### src/rtl/tcdm_bank_arbiter_if.sv
// Channel and bank signal bundle for tcdm_bank_arbiter.
// The slave modport is the arbiter's view; master is the initiator/bank-model view.
interface tcdm_bank_arbiter_if #(
    parameter int N_CH = 8,
    parameter int DW   = 32,
    parameter int AW   = 13
);
    localparam int BW = DW / 8;

    logic [N_CH-1:0]          ch_req_i;
    logic [N_CH-1:0]          ch_gnt_o;
    logic [N_CH-1:0][AW-1:0]  ch_add_i;
    logic [N_CH-1:0]          ch_wen_i;
    logic [N_CH-1:0][BW-1:0]  ch_be_i;
    logic [N_CH-1:0][DW-1:0]  ch_wdata_i;
    logic [N_CH-1:0]          ch_r_valid_o;
    logic [DW-1:0]            ch_r_rdata_o;

    logic                     bank_req_o;
    logic [AW-1:0]            bank_add_o;
    logic                     bank_wen_o;
    logic [BW-1:0]            bank_be_o;
    logic [DW-1:0]            bank_wdata_o;
    logic [DW-1:0]            bank_rdata_i;

    modport slave (
        input  ch_req_i, ch_add_i, ch_wen_i, ch_be_i, ch_wdata_i, bank_rdata_i,
        output ch_gnt_o, ch_r_valid_o, ch_r_rdata_o,
        output bank_req_o, bank_add_o, bank_wen_o, bank_be_o, bank_wdata_o
    );

    modport master (
        output ch_req_i, ch_add_i, ch_wen_i, ch_be_i, ch_wdata_i, bank_rdata_i,
        input  ch_gnt_o, ch_r_valid_o, ch_r_rdata_o,
        input  bank_req_o, bank_add_o, bank_wen_o, bank_be_o, bank_wdata_o
    );
endinterface

### src/rtl/tcdm_bank_arbiter.sv
// N-to-1 TCDM bank arbiter: round-robin / fixed / two-group policies, 1-cycle response routing.
// Optional low-group starvation guard enabled by defining TCDM_ARB_STARVE_GUARD_EN.
module tcdm_bank_arbiter #(
    parameter int N_CH        = 8,
    parameter int DW          = 32,
    parameter int AW          = 13,
    parameter int N_HI        = 4,
    parameter int STALL_LIMIT = 16
) (
    input  logic               clk_i,
    input  logic               rst_ni,
    input  logic [1:0]         arb_policy_i,
    tcdm_bank_arbiter_if.slave bus
);
    localparam int BW = DW / 8;
    localparam int PW = $clog2(N_CH);
    localparam logic [N_CH-1:0] HI_MASK = {{(N_CH-N_HI){1'b0}}, {N_HI{1'b1}}};

    if (N_CH < 2 || N_HI < 1 || N_HI >= N_CH || STALL_LIMIT < 1 || (DW % 8) != 0) begin : g_bad_cfg
        $error("tcdm_bank_arbiter: invalid parameter set");
    end

    typedef enum logic [1:0] {
        POL_RR     = 2'b00,
        POL_FIXED  = 2'b01,
        POL_GROUP  = 2'b10,
        POL_RR_ALT = 2'b11
    } policy_e;

    typedef struct packed {
        logic          valid;
        logic [PW-1:0] idx;
    } pick_t;

    // First set bit at or after ptr, wrapping at N_CH-1.
    function automatic pick_t rr_pick(input logic [N_CH-1:0] mask, input logic [PW-1:0] ptr);
        pick_t         pick;
        logic [PW-1:0] pos;
        pick = '0;
        pos  = ptr;
        for (int k = 0; k < N_CH; k++) begin
            if (!pick.valid && mask[pos]) begin
                pick.valid = 1'b1;
                pick.idx   = pos;
            end
            pos = (pos == PW'(N_CH-1)) ? '0 : pos + 1'b1;
        end
        return pick;
    endfunction

    function automatic pick_t low_pick(input logic [N_CH-1:0] mask);
        return rr_pick(mask, '0);
    endfunction

    policy_e         policy;
    pick_t           win;
    logic [N_CH-1:0] hi_req, lo_req, gnt;
    logic            force_lo;
    logic [PW-1:0]   ptr_d, ptr_q;
    logic [N_CH-1:0] resp_d, resp_q;
    logic [AW-1:0]   bank_add;
    logic            bank_wen;
    logic [BW-1:0]   bank_be;
    logic [DW-1:0]   bank_wdata;

`ifdef TCDM_ARB_STARVE_GUARD_EN
    localparam int SW = $clog2(STALL_LIMIT + 1);
    logic [SW-1:0] stall_d, stall_q;
`endif

    // NOTE: every signal gets a default at the top of always_comb so no path leaves it unassigned (no latches).
    always_comb begin
        policy     = policy_e'(arb_policy_i);
        hi_req     = bus.ch_req_i & HI_MASK;
        lo_req     = bus.ch_req_i & ~HI_MASK;
        force_lo   = 1'b0;
        win        = '0;
        gnt        = '0;
        bank_add   = '0;
        bank_wen   = 1'b0;
        bank_be    = '0;
        bank_wdata = '0;

`ifdef TCDM_ARB_STARVE_GUARD_EN
        force_lo = (policy == POL_GROUP) && (|lo_req) && (stall_q == SW'(STALL_LIMIT));
`endif

        case (policy)
            POL_FIXED: win = low_pick(bus.ch_req_i);
            POL_GROUP: win = (force_lo || hi_req == '0) ? rr_pick(lo_req, ptr_q)
                                                        : rr_pick(hi_req, ptr_q);
            default:   win = rr_pick(bus.ch_req_i, ptr_q);
        endcase

        if (win.valid) begin
            gnt[win.idx] = 1'b1;
            bank_add     = bus.ch_add_i[win.idx];
            bank_wen     = bus.ch_wen_i[win.idx];
            bank_be      = bus.ch_be_i[win.idx];
            bank_wdata   = bus.ch_wdata_i[win.idx];
        end

        ptr_d = ptr_q;
        if (win.valid && policy != POL_FIXED) begin
            ptr_d = (win.idx == PW'(N_CH-1)) ? '0 : win.idx + 1'b1;
        end
        resp_d = gnt;

`ifdef TCDM_ARB_STARVE_GUARD_EN
        // Count only cycles where the low group waits behind a high-group grant.
        if (policy != POL_GROUP || lo_req == '0 || (win.valid && !HI_MASK[win.idx])) begin
            stall_d = '0;
        end else begin
            stall_d = stall_q + 1'b1;
        end
`endif
    end

    // NOTE: state registers use non-blocking assignments so all flops update together at the edge.
    always_ff @(posedge clk_i) begin
        // NOTE: synchronous reset clears only control state; datapath is combinational and needs none.
        if (!rst_ni) begin
            ptr_q  <= '0;
            resp_q <= '0;
`ifdef TCDM_ARB_STARVE_GUARD_EN
            stall_q <= '0;
`endif
        end else begin
            ptr_q  <= ptr_d;
            resp_q <= resp_d;
`ifdef TCDM_ARB_STARVE_GUARD_EN
            stall_q <= stall_d;
`endif
        end
    end

    assign bus.ch_gnt_o     = gnt;
    assign bus.ch_r_valid_o = resp_q;
    assign bus.ch_r_rdata_o = bus.bank_rdata_i;
    assign bus.bank_req_o   = |bus.ch_req_i;
    assign bus.bank_add_o   = bank_add;
    assign bus.bank_wen_o   = bank_wen;
    assign bus.bank_be_o    = bank_be;
    assign bus.bank_wdata_o = bank_wdata;
endmodule

### src/flat_wrapper.sv
// flat-port wrapper written by rule: the top's interface ports become plain ports
module tcdm_bank_arbiter_flat 
#(
    parameter int N_CH        = 8,
    parameter int DW          = 32,
    parameter int AW          = 13,
    parameter int N_HI        = 4,
    parameter int STALL_LIMIT = 16
)
  (clk_i, rst_ni, arb_policy_i, bus_ch_req_i, bus_ch_add_i, bus_ch_wen_i, bus_ch_be_i, bus_ch_wdata_i, bus_bank_rdata_i, bus_ch_gnt_o, bus_ch_r_valid_o, bus_ch_r_rdata_o, bus_bank_req_o, bus_bank_add_o, bus_bank_wen_o, bus_bank_be_o, bus_bank_wdata_o);
  tcdm_bank_arbiter_if #(.N_CH(N_CH), .DW(DW), .AW(AW)) bus_i ();
  input  logic clk_i;
  input  logic rst_ni;
  input  logic [1:0] arb_policy_i;
  input wire logic [$bits(bus_i.ch_req_i)-1:0] bus_ch_req_i;
  input wire logic [$bits(bus_i.ch_add_i)-1:0] bus_ch_add_i;
  input wire logic [$bits(bus_i.ch_wen_i)-1:0] bus_ch_wen_i;
  input wire logic [$bits(bus_i.ch_be_i)-1:0] bus_ch_be_i;
  input wire logic [$bits(bus_i.ch_wdata_i)-1:0] bus_ch_wdata_i;
  input wire logic [$bits(bus_i.bank_rdata_i)-1:0] bus_bank_rdata_i;
  output wire logic [$bits(bus_i.ch_gnt_o)-1:0] bus_ch_gnt_o;
  output wire logic [$bits(bus_i.ch_r_valid_o)-1:0] bus_ch_r_valid_o;
  output wire logic [$bits(bus_i.ch_r_rdata_o)-1:0] bus_ch_r_rdata_o;
  output wire logic [$bits(bus_i.bank_req_o)-1:0] bus_bank_req_o;
  output wire logic [$bits(bus_i.bank_add_o)-1:0] bus_bank_add_o;
  output wire logic [$bits(bus_i.bank_wen_o)-1:0] bus_bank_wen_o;
  output wire logic [$bits(bus_i.bank_be_o)-1:0] bus_bank_be_o;
  output wire logic [$bits(bus_i.bank_wdata_o)-1:0] bus_bank_wdata_o;
  assign bus_i.ch_req_i = bus_ch_req_i;
  assign bus_i.ch_add_i = bus_ch_add_i;
  assign bus_i.ch_wen_i = bus_ch_wen_i;
  assign bus_i.ch_be_i = bus_ch_be_i;
  assign bus_i.ch_wdata_i = bus_ch_wdata_i;
  assign bus_i.bank_rdata_i = bus_bank_rdata_i;
  assign bus_ch_gnt_o = bus_i.ch_gnt_o;
  assign bus_ch_r_valid_o = bus_i.ch_r_valid_o;
  assign bus_ch_r_rdata_o = bus_i.ch_r_rdata_o;
  assign bus_bank_req_o = bus_i.bank_req_o;
  assign bus_bank_add_o = bus_i.bank_add_o;
  assign bus_bank_wen_o = bus_i.bank_wen_o;
  assign bus_bank_be_o = bus_i.bank_be_o;
  assign bus_bank_wdata_o = bus_i.bank_wdata_o;
  tcdm_bank_arbiter #(.N_CH(N_CH), .DW(DW), .AW(AW), .N_HI(N_HI), .STALL_LIMIT(STALL_LIMIT)) u_core (.clk_i(clk_i), .rst_ni(rst_ni), .arb_policy_i(arb_policy_i), .bus(bus_i));
endmodule
### config.mk
export PLATFORM = sky130hd
export DESIGN_NAME = tcdm_bank_arbiter_flat
export DESIGN_NICKNAME = d
export VERILOG_FILES = /design/src/rtl/tcdm_bank_arbiter_if.sv /design/src/rtl/tcdm_bank_arbiter.sv /design/src/flat_wrapper.sv
export SDC_FILE = /design/constraint.sdc
export NUM_CORES = 1
export LEC_CHECK = 0
export ABC_CLOCK_PERIOD_IN_PS = 10500
export BUFFER_PORTS_ARGS = -buffer_cell sky130_fd_sc_hd__buf_4
export CAP_MARGIN = 20
export CORE_AREA = 2 2 212 214
export CTS_CLUSTER_SIZE = 30
export DETAILED_ROUTE_END_ITERATION = 10
export DIE_AREA = 0 0 214 216
export GPL_ROUTABILITY_DRIVEN = 0
export SYNTH_ARGS = -nofsm -noshare
export SYNTH_HDL_FRONTEND = slang
export SYNTH_SLANG_ARGS = --single-unit
### constraint.sdc
create_clock -name clk_i -period 10.5 [get_ports clk_i]
set_clock_uncertainty 0.1 [all_clocks]
set_input_delay 1.575 -clock clk_i [delete_from_list [all_inputs] [get_ports clk_i]]
set_output_delay 1.575 -clock clk_i [all_outputs]
set_load 0.01 [all_outputs]
==> results of run 1 <==
-- kinds of logic (layout without fill, tap and decap cells) --
kind of cell    count (synthesis)  count (layout)  share of synthesized area
xor+xnor                        7               7                     0.0126
simple gates                  212             212                      0.180
flops                          11              11                     0.0370
compound gates                160             160                      0.186
mux                           229             229                      0.444
buf+inv                       103             509                      0.122
other cells                     0               2                          0
fa+ha+maj                       8               8                     0.0168
-- registers in the layout, indices dropped and copies added (netlist names) --
register	cells
u_core.bus.ch_r_valid_o	8
u_core.ptr_q	3
-- report_power, final --
group,switching [W],internal [W]
logic,0.00216,0.00171
registers,0.0000131,0.0000548
clock network,0.0000177,0.0000509
-- cells in the mapped netlist, types with 4 or more instances --
library cell,instances,share of area
o21ai_0,14,0.012
a32o_1,18,0.030
nand3_1,14,0.012
or3_1,5,0.0053
inv_1,6,0.0038
nor2_1,54,0.034
dfxtp_1,11,0.037
mux2i_1,177,0.30
mux2_2,27,0.051
and2_1,7,0.0074
a21oi_1,47,0.040
a221oi_1,4,0.0059
buf_6,8,0.015
o22ai_1,25,0.026
or2_2,7,0.0074
o31ai_1,5,0.0063
o211ai_1,5,0.0063
nand2b_1,9,0.0095
buf_4,37,0.047
and3_1,4,0.0042
nand2_1,58,0.037
a211oi_1,6,0.0076
clkbuf_1,22,0.014
nor3_1,30,0.025
a22o_1,11,0.016
buf_12,5,0.017
ha_1,8,0.017
buf_2,15,0.013
mux4_2,21,0.080
-- placed cells by master, fill, tap and decap left out, types with 4 or more instances in the layout --
cell type and n:
a211oi_1 6, a21oi_1 47, a221oi_1 4, a22o_1 11
a32o_1 18, and2_1 7, and3_1 4, buf_4 494
dfxtp_1 11, ha_1 8, inv_1 6, mux2_2 27
mux2i_1 177, mux4_2 21, nand2_1 57, nand2b_1 9
nand3_1 14, nor2_1 54, nor3_1 30, o211ai_1 5
o21ai_0 14, o22ai_1 25, o31ai_1 4, or2_2 7
or3_1 5
-- per-stage QoR --
| stage | total power [W] | worst slack [ns] | instance area, sq um | utilization |
|---|---|---|---|---|
| floorplan | 0.00271 | 3.83 | 5940 | - |
| global placement | 0.00390 | 2.30 | 9770 | 0.223 |
| detailed placement | 0.00392 | 2.08 | 9770 | 0.223 |
| CTS | 0.00401 | 1.80 | 9850 | 0.225 |
| global route | 0.00428 | 1.11 | 9850 | 0.225 |
| finish | 0.00401 | 1.56 | 9850 | 0.225 |
-- cell type report --
| class | count | share of cell area |
|---|---|---|
| timing repair buffer | 496 | 0.381 |
| clock buffer | 4 | 0.00800 |
| inverter | 9 | 0.00394 |
| sequential | 11 | 0.0224 |
| multi-input combinational | 616 | 0.509 |
| tap | 592 | 0.0752 |
| antenna | 2 | 0.000508 |
-- worst paths after layout --
kind	start	endpoint	slack, ns	cells after the start
max reg2reg	u_core.ptr_q[0]$_SDFFE_PN0P_	u_core.ptr_q[2]$_SDFFE_PN0P_	3.72	20
min	u_core.ptr_q[2]$_SDFFE_PN0P_	u_core.ptr_q[2]$_SDFFE_PN0P_	0.52	2
min reg2reg	u_core.ptr_q[2]$_SDFFE_PN0P_	u_core.ptr_q[2]$_SDFFE_PN0P_	0.52	2
max	u_core.ptr_q[0]$_SDFFE_PN0P_	bus_bank_add_o[7]	1.56	20
-- routing by layer --
layer  global-route usage  vias to the layer above
met3               0.0348                       65
met5                    0                        -
met1                0.163                     3573
met2                0.251                      444
li1                     -                     3579
met4               0.0375                        2
-- critical path, stage by stage, from the launching register on --
cell and delay (ns):
dfxtp_1 0.30, buf_4 0.32, ha_1 0.21, ha_1 0.27, nand2b_1 0.63, inv_2 0.29, ha_1 0.29, xnor3_1 0.63
xor2_1 0.21, nor2b_1 0.51, nor3_4 0.15, a221oi_1 0.34, a211oi_1 0.14, a2111oi_0 0.74, nand2_4 0.40, buf_4 0.39
buf_4 0.33, nor3_1 0.22, a21oi_1 0.09, a32o_1 0.33, buf_4 0.17
==> flow_summary_export.csv, run 1 <==
group,metric,value,unit
status,outcome,"complete, no violations",
drt,wl_per_cell,20.2,um
global_routing,track_usage,0.139,
power_and_ir_drop,irDropWorstVdd,0.000184,V
sta,drv_slew,0,
cts,clkSinkCount,11,
final_layout,fin_cells,1730,
floorplanning,die_w,214,um
cts,clk_pin_slew_worst_paths,0.04,ns
drt,drc,0,
drt,wl_met3,3030,um
sta,fin_crit_sh,0.851,
worst_setup_path,cp_max_fo,34,
drt,drt_wl_total,34900,um
worst_setup_path,worstSetupPathType,"register to output pin",
final_layout,regArea,220,sq um
drt,top_layer_used,"met5",
floorplanning,fp.coreArea,43800,sq um
cts,post_cts_resized,0,
drt,drt_iter0_markers,626,
power_and_ir_drop,cellPowerDensity,407,nW/um^2
floorplanning,fp.dieH,216,um
cts,post-cts-setup-buffers,0,
cts,clock_latency,0.24,ns
sta,rsz0062_at_grt,"no",
placed_design,io_buffer_count,478,
logic_synthesis,ys_seq_area_frac,0.0370,
placed_design,dp_hpwl,29800,um
worst_setup_path,worst_setup_path_start_kind,"register",
final_layout,multiInputGateArea,5020,sq um
floorplanning,rows,77,
global_routing,grt_max_degree,55,
global_routing,antenna_found_initial,4,
sta,fmax,112,MHz
drt,num_vias,7663,
floorplanning,io_pins,543,
global_routing,grt_pass1_vias,7674,
logic_synthesis,syn-cell-area,5940,sq um
power_and_ir_drop,leakage,4.84,nW
drt,drtAntennaViolNets,0,
global_routing,grt_remaining_overflow,0,
logic_synthesis,synth_edf_count,0,
logic_synthesis,ys_seq_elements,11,
sta,setup_viol,0,
final_layout,area_growth,65.7,%
worst_setup_path,crit_arrival,7.26,ns
cts,cts_buffers,3,
logic_synthesis,syn_area_per_cell,8.14,sq um
sta,hold_viol_final,0,
floorplanning,start_util,0.136,
final_layout,nNetsFinal,1589,
logic_synthesis,yosysWarnings,0,
cts,clock-root-buffer,"clkbuf_16",
cts,hold_buffers,0,
sta,hold_ws,0.523,ns
logic_synthesis,async_flop_share,0,
logic_synthesis,synth_fp_nets,1182,
cts,htree_levels,1,
worst_setup_path,crit_path_end_kind,"output pin",
floorplanning,dieArea,46200,sq um
worst_hold_path,hp-class,"register to register",
logic_synthesis,synthCells,730,
drt,first_pass_iters,6,
worst_setup_path,cp.required,8.83,ns
sta,slew_headroom,0.415,
drt,drt-met1-wl,13200,um
final_layout,fillers,4817,
logic_synthesis,yosysUniqueCellTypes,74,
job,cap_violations,0,
placed_design,place_inst,1724,
cts,cts_tree,"built",
sta,tightest_slew,0.874,ns
drt,post_drt_via_cell_ratio,4.43,
global_routing,grt_pass1_wl,49400,um
cts,cts_buffer_depth,2,
logic_synthesis,ys.flop_type,"dfxtp_1",
drt,dr_wl_met2,17800,um
sta,tns,0,ns
sta,fin_crit,8.94,ns
final_layout,drive_above_1_share,0.502,
No activity file was read; power rests on OpenSTA's default activity.
==> run 2, diff against run 1 <==
==> constraint.sdc (replaced) <==
create_clock -name clk_i -period 10.5 [get_ports clk_i]
set_clock_uncertainty 0.1 [all_clocks]
set_input_delay 0.525 -clock clk_i [delete_from_list [all_inputs] [get_ports clk_i]]
set_output_delay 0.525 -clock clk_i [all_outputs]
set_load 0.01 [all_outputs]
==> flow_summary_export.csv, run 2 (same netlist as run 1, synthesis figures left out) <==
group,metric,value,unit
status,outcome,"complete, no violations",
sta,rsz0062_at_grt,"no",
final_layout,regArea,220,sq um
global_routing,grt_max_degree,118,
final_layout,final_cell_mix,"491 x buf_4, 177 x mux2i_1, 57 x nand2_1",
global_routing,grt_pass1_vias,7672,
drt,dr_wl_met2,17800,um
drt,drt_wl_total,34600,um
placed_design,place_inst,1720,
drt,drtAntennaViolNets,0,
sta,tightest_slew,0.920,ns
sta,fin_crit_sh,0.752,
global_routing,grt_remaining_overflow,0,
floorplanning,die_w,214,um
final_layout,drive_above_1_share,0.500,
sta,hold_ws,0.457,ns
global_routing,grt_pass1_wl,49100,um
drt,drt_iter0_markers,588,
drt,top_layer_used,"met4",
final_layout,largest_reg_flops,8,
floorplanning,start_util,0.136,
power_and_ir_drop,leakage,4.82,nW
final_layout,area_growth,64.9,%
worst_setup_path,crit_top_cell,"ha_1",
sta,fin_crit,7.90,ns
global_routing,antenna_found_initial,1,
drt,first_pass_iters,5,
final_layout,fin_cells,1724,
floorplanning,rows,77,
drt,drt-met1-wl,13300,um
sta,slew_headroom,0.384,
placed_design,dp_hpwl,29400,um
worst_setup_path,path_cells,"buf_4 > ha_1 > ha_1 > nand2b_1 > inv_2 > ha_1 > mux4_2 > and2_1 > nor4_2 > nand3_1 > nor4b_1 > a2111oi_0 > a2111o_1 > nand2_4 > clkinv_1 > nor2_1 > a22o_1 > buf_4",
drt,num_vias,7771,
sta,layout_setup_ws,2.60,ns
global_routing,track_usage,0.138,
drt,drc,0,
cts,cts_tree,"built",
cts,clock_latency,0.24,ns
final_layout,fin_area,9800,sq um
drt,wl_met3,2770,um
worst_setup_path,rr_worst_depth,20,
cts,cts_buffers,3,
power_and_ir_drop,irDropWorstVdd,0.000268,V
worst_setup_path,crit_path_end_kind,"output pin",
worst_setup_path,rr_endpoint,"u_core.ptr_q[2]$_SDFFE_PN0P_",
worst_setup_path,worst_setup_path_start_kind,"register",
worst_setup_path,r2r_start,"u_core.ptr_q[0]$_SDFFE_PN0P_",
worst_setup_path,r2r_setup_slack,3.39,ns
cts,clock-root-buffer,"clkbuf_16",
placed_design,dp_slack,2.89,ns
cts,clk_pin_slew_worst_paths,0.04,ns
cts,htree_levels,1,
sta,tns,0,ns
worst_setup_path,cp_top_family,"simple AND/OR/NAND/NOR gates",
placed_design,io_buffer_count,478,
worst_setup_path,crit_arrival,7.28,ns
drt,wl_per_cell,20.1,um
sta,hold_viol_final,0,
final_layout,antenna_cells,0,
worst_setup_path,cp_max_fo,25,
final_layout,nNetsFinal,1585,
worst_hold_path,hp-class,"input port to register",
cts,clkSinkCount,11,
floorplanning,fp.dieH,216,um
cts,hold_buffers,0,
job,cap_violations,0,
power_and_ir_drop,cellPowerDensity,408,nW/um^2
sta,drv_slew,0,
drt,post_drt_via_cell_ratio,4.51,
worst_setup_path,cp.depth,18,
worst_setup_path,critPathMaxStageDelay,0.89,ns
worst_setup_path,cp-endpoint,"bus_bank_wdata_o[29]",
final_layout,fillers,4897,
cts,post-cts-setup-buffers,0,
final_layout,multiInputGateArea,5020,sq um
placed_design,postPlaceCellArea,9720,sq um
floorplanning,io_pins,543,
sta,fmax,127,MHz
worst_setup_path,crit_start,"u_core.ptr_q[0]$_SDFFE_PN0P_",
floorplanning,dieArea,46200,sq um
cts,post_cts_resized,0,
worst_setup_path,cp.required,9.88,ns
sta,setup_viol,0,
floorplanning,fp.coreArea,43800,sq um
worst_setup_path,worstSetupPathType,"register to output pin",
worst_setup_path,path_buf_inv,4,
cts,cts_buffer_depth,2,
worst_setup_path,slowest_stage,"nor2_1",
final_layout,mostFrequentLayoutCell,"buf_4",
## run 2: changes by cell type in the layout (fill, tap and decap cells not counted), sizes merged
cell / change
diode: -2
buf: -4
## run 2: metrics by stage
stage	total power [W]	utilization
after floorplan	0.00271	-
after global placement	0.00388	0.222
after detailed placement	0.00390	0.222
after CTS	0.00399	0.224
after global routing	0.00427	0.224
final	0.00400	0.224
## run 2: layout make-up
class | instances | area share
multi-input combinational | 616 | 0.512
timing repair buffer | 492 | 0.378
tap | 592 | 0.0756
sequential | 11 | 0.0225
clock buffer | 4 | 0.00804
inverter | 9 | 0.00396
## run 2: worst reg2reg max path, cell delays in order, from the launching register on
cell	delay, ns
dfxtp_1	0.30
buf_4	0.33
ha_1	0.21
ha_1	0.27
nand2b_1	0.68
inv_2	0.29
ha_1	0.29
xnor3_1	0.63
xor2_1	0.34
nor2b_1	0.21
nor3_1	0.43
or4b_4	0.54
nor4bb_1	0.17
a221o_2	0.45
clkinv_4	0.62
buf_4	0.37
buf_4	0.21
ha_1	0.17
ha_1	0.22
mux2i_1	0.12
nor2_1	0.05
## run 2: metal layers
| layer | global-route usage | up-vias |
|---|---|---|
| li1 | - | 3577 |
| met1 | 0.167 | 3682 |
| met4 | 0.0287 | 0 |
| met3 | 0.0233 | 66 |
| met2 | 0.254 | 446 |
| met5 | 0 | - |
## run 2: how the worst min path moves through the flow
stage / from / endpoint / cells past startpoint
floorplan: u_core.ptr_q[2]$_SDFFE_PN0P_ / u_core.ptr_q[2]$_SDFFE_PN0P_ / 2
global placement: u_core.ptr_q[2]$_SDFFE_PN0P_ / u_core.ptr_q[2]$_SDFFE_PN0P_ / 2
detailed placement: u_core.ptr_q[2]$_SDFFE_PN0P_ / u_core.ptr_q[2]$_SDFFE_PN0P_ / 2
CTS: rst_ni / u_core.ptr_q[1]$_SDFFE_PN0P_ / 3
global route: rst_ni / u_core.ptr_q[1]$_SDFFE_PN0P_ / 3
finish: rst_ni / u_core.ptr_q[1]$_SDFFE_PN0P_ / 3
## run 2: power by group
group | total (W) | internal (W) | switching [W] | leakage, nW
clock | 0.0000696 | 0.0000510 | 0.0000187 | 0.0382
combinational | 0.00386 | 0.00171 | 0.00216 | 4.69
sequential | 0.0000655 | 0.0000548 | 0.0000107 | 0.0896
==> run 3, diff against run 2 <==
--- a/config.mk
+++ b/config.mk
@@ -5,13 +5,13 @@
 export SDC_FILE = /design/constraint.sdc
 export NUM_CORES = 1
 export LEC_CHECK = 0
-export ABC_CLOCK_PERIOD_IN_PS = 10500
+export ABC_CLOCK_PERIOD_IN_PS = 7000
 export BUFFER_PORTS_ARGS = -buffer_cell sky130_fd_sc_hd__buf_4
 export CAP_MARGIN = 20
-export CORE_AREA = 2 2 212 214
+export CORE_AREA = 2 2 213 215
 export CTS_CLUSTER_SIZE = 30
 export DETAILED_ROUTE_END_ITERATION = 10
-export DIE_AREA = 0 0 214 216
+export DIE_AREA = 0 0 215 217
 export GPL_ROUTABILITY_DRIVEN = 0
 export SYNTH_ARGS = -nofsm -noshare
 export SYNTH_HDL_FRONTEND = slang
==> constraint.sdc (replaced) <==
create_clock -name clk_i -period 7 [get_ports clk_i]
set_clock_uncertainty 0.1 [all_clocks]
set_input_delay 0.35 -clock clk_i [delete_from_list [all_inputs] [get_ports clk_i]]
set_output_delay 0.35 -clock clk_i [all_outputs]
set_load 0.01 [all_outputs]
==> flow_summary_export.csv, run 3 (same netlist as run 1, synthesis figures left out) <==
group,metric,value,unit
worst_setup_path,critPathMaxStageDelay,0.61,ns
placed_design,postPlaceCellArea,9830,sq um
cts,clkSinkCount,11,
power_and_ir_drop,leakage,4.86,nW
worst_setup_path,path_cells,"ha_1 > ha_1 > nand2b_1 > inv_2 > ha_1 > mux4_2 > nand2b_1 > and4_1 > nand4_2 > or4b_4 > nor4bb_1 > a221o_2 > inv_8 > buf_4 > mux2i_1 > o22ai_1 > mux2_2 > buf_4",
final_layout,fin_area,9910,sq um
drt,drt_iter0_markers,538,
global_routing,track_usage,0.135,
sta,hold_viol_final,0,
floorplanning,fp.dieH,217,um
sta,drv_slew,0,
final_layout,nNetsFinal,1589,
sta,fmax,152,MHz
cts,clk_pin_slew_worst_paths,0.05,ns
sta,setup_viol,0,
sta,slew_headroom,0.556,
global_routing,grt_remaining_overflow,0,
worst_setup_path,worst_setup_path_start_kind,"register",
floorplanning,dieArea,46700,sq um
drt,post_drt_via_cell_ratio,4.43,
final_layout,final_cell_mix,"490 x buf_4, 177 x mux2i_1, 57 x nand2_1",
final_layout,largest_reg_flops,8,
worst_hold_path,hp-class,"input port to register",
cts,post_cts_resized,0,
global_routing,grt_pass1_wl,47800,um
worst_setup_path,cp.required,6.55,ns
worst_setup_path,crit_path_end_kind,"output pin",
floorplanning,die_w,215,um
power_and_ir_drop,cellPowerDensity,617,nW/um^2
cts,cts_buffers,3,
cts,clock_latency,0.25,ns
drt,drc,0,
power_and_ir_drop,irDropWorstVdd,0.000330,V
worst_setup_path,crit_top_cell,"ha_1",
worst_setup_path,crit_arrival,6.13,ns
floorplanning,rows,78,
final_layout,mostFrequentLayoutCell,"buf_4",
drt,drt_wl_total,34200,um
cts,htree_levels,1,
drt,first_pass_iters,6,
floorplanning,io_pins,543,
status,outcome,"complete, no violations",
placed_design,dp_hpwl,29000,um
sta,fin_crit,6.58,ns
sta,tightest_slew,0.666,ns
floorplanning,fp.coreArea,44700,sq um
final_layout,antenna_cells,0,
worst_setup_path,path_buf_inv,4,
drt,wl_per_cell,19.7,um
final_layout,fillers,5008,
drt,num_vias,7685,
worst_setup_path,cp_max_fo,68,
global_routing,grt_max_degree,69,
worst_setup_path,worstSetupPathType,"register to output pin",
global_routing,antenna_found_initial,4,
cts,hold_buffers,0,
placed_design,io_buffer_count,478,
worst_setup_path,cp_top_family,"simple AND/OR/NAND/NOR gates",
drt,drtAntennaViolNets,0,
cts,clock-root-buffer,"clkbuf_16",
final_layout,drive_above_1_share,0.504,
global_routing,grt_pass1_vias,7626,
sta,rsz0062_at_grt,"no",
job,cap_violations,0,
cts,post-cts-setup-buffers,0,
sta,tns,0,ns
cts,cts_buffer_depth,2,
cts,cts_tree,"built",
floorplanning,start_util,0.133,
final_layout,area_growth,66.7,%
sta,fin_crit_sh,0.939,
worst_setup_path,slowest_stage,"ha_1",
==> run 3: power by group <==
group / internal [W] / total (W) / switching (W)
logic: 0.00263 / 0.00591 / 0.00328
clock network: 0.0000762 / 0.000111 / 0.0000351
registers: 0.0000820 / 0.0000939 / 0.0000119
==> run 3: path summary, 6_finish.rpt <==
check,start,to,slack (ns),cells past startpoint
worst min-delay path,rst_ni,u_core.ptr_q[1]$_SDFFE_PN0P_,0.28,3
worst max register to register,u_core.ptr_q[1]$_SDFFE_PN0P_,u_core.ptr_q[0]$_SDFFE_PN0P_,0.99,20
worst min register to register,u_core.ptr_q[2]$_SDFFE_PN0P_,u_core.ptr_q[2]$_SDFFE_PN0P_,0.50,2
worst max-delay path,u_core.ptr_q[1]$_SDFFE_PN0P_,bus_bank_add_o[9],0.42,18
==> run 3: area by class of cell <==
cell class	count	area [sq um]	area share
clock buffer	3	75.1	0.00757
clock inverter	1	5.00	0.000505
inverter	9	41.3	0.00417
multi-input combinational	616	5020	0.507
sequential	11	220	0.0222
tap	600	751	0.0757
timing repair buffer	496	3800	0.383
==> run 3: metal layers <==
layer	GRT usage	part of all wire
met2	0.232	0.49
met5	0	0.0010
met1	0.160	0.39
met3	0.0447	0.10
met4	0.0361	0.025
==> run 3: per-stage QoR <==
stage / utilization / hold slack (ns) / worst slack [ns] / std cells / total power (W)
CTS: 0.222 / 0.284 / 0.419 / 1736 / 0.00610
finish: 0.222 / 0.278 / 0.424 / 1736 / 0.00611
global placement: 0.220 / 0.474 / 0.783 / 1732 / 0.00592
global route: 0.222 / 0.299 / 0.0588 / 1736 / 0.00650
floorplan: - / 0.409 / 1.55 / 730 / 0.00407
detailed placement: 0.220 / 0.498 / 0.711 / 1732 / 0.00597
==> run 3: worst reg2reg max path, delay by kind of cell (launching register included) <==
kind | cells | cell delay [ns]
flip-flops | 1 | 0.42
AO/OA/AOI/OAI | 4 | 0.69
AND/OR/NAND/NOR | 6 | 2.02
multiplexers | 1 | 0.46
buffers and inverters | 4 | 0.76
adder cells (fa/ha/maj) | 5 | 1.47
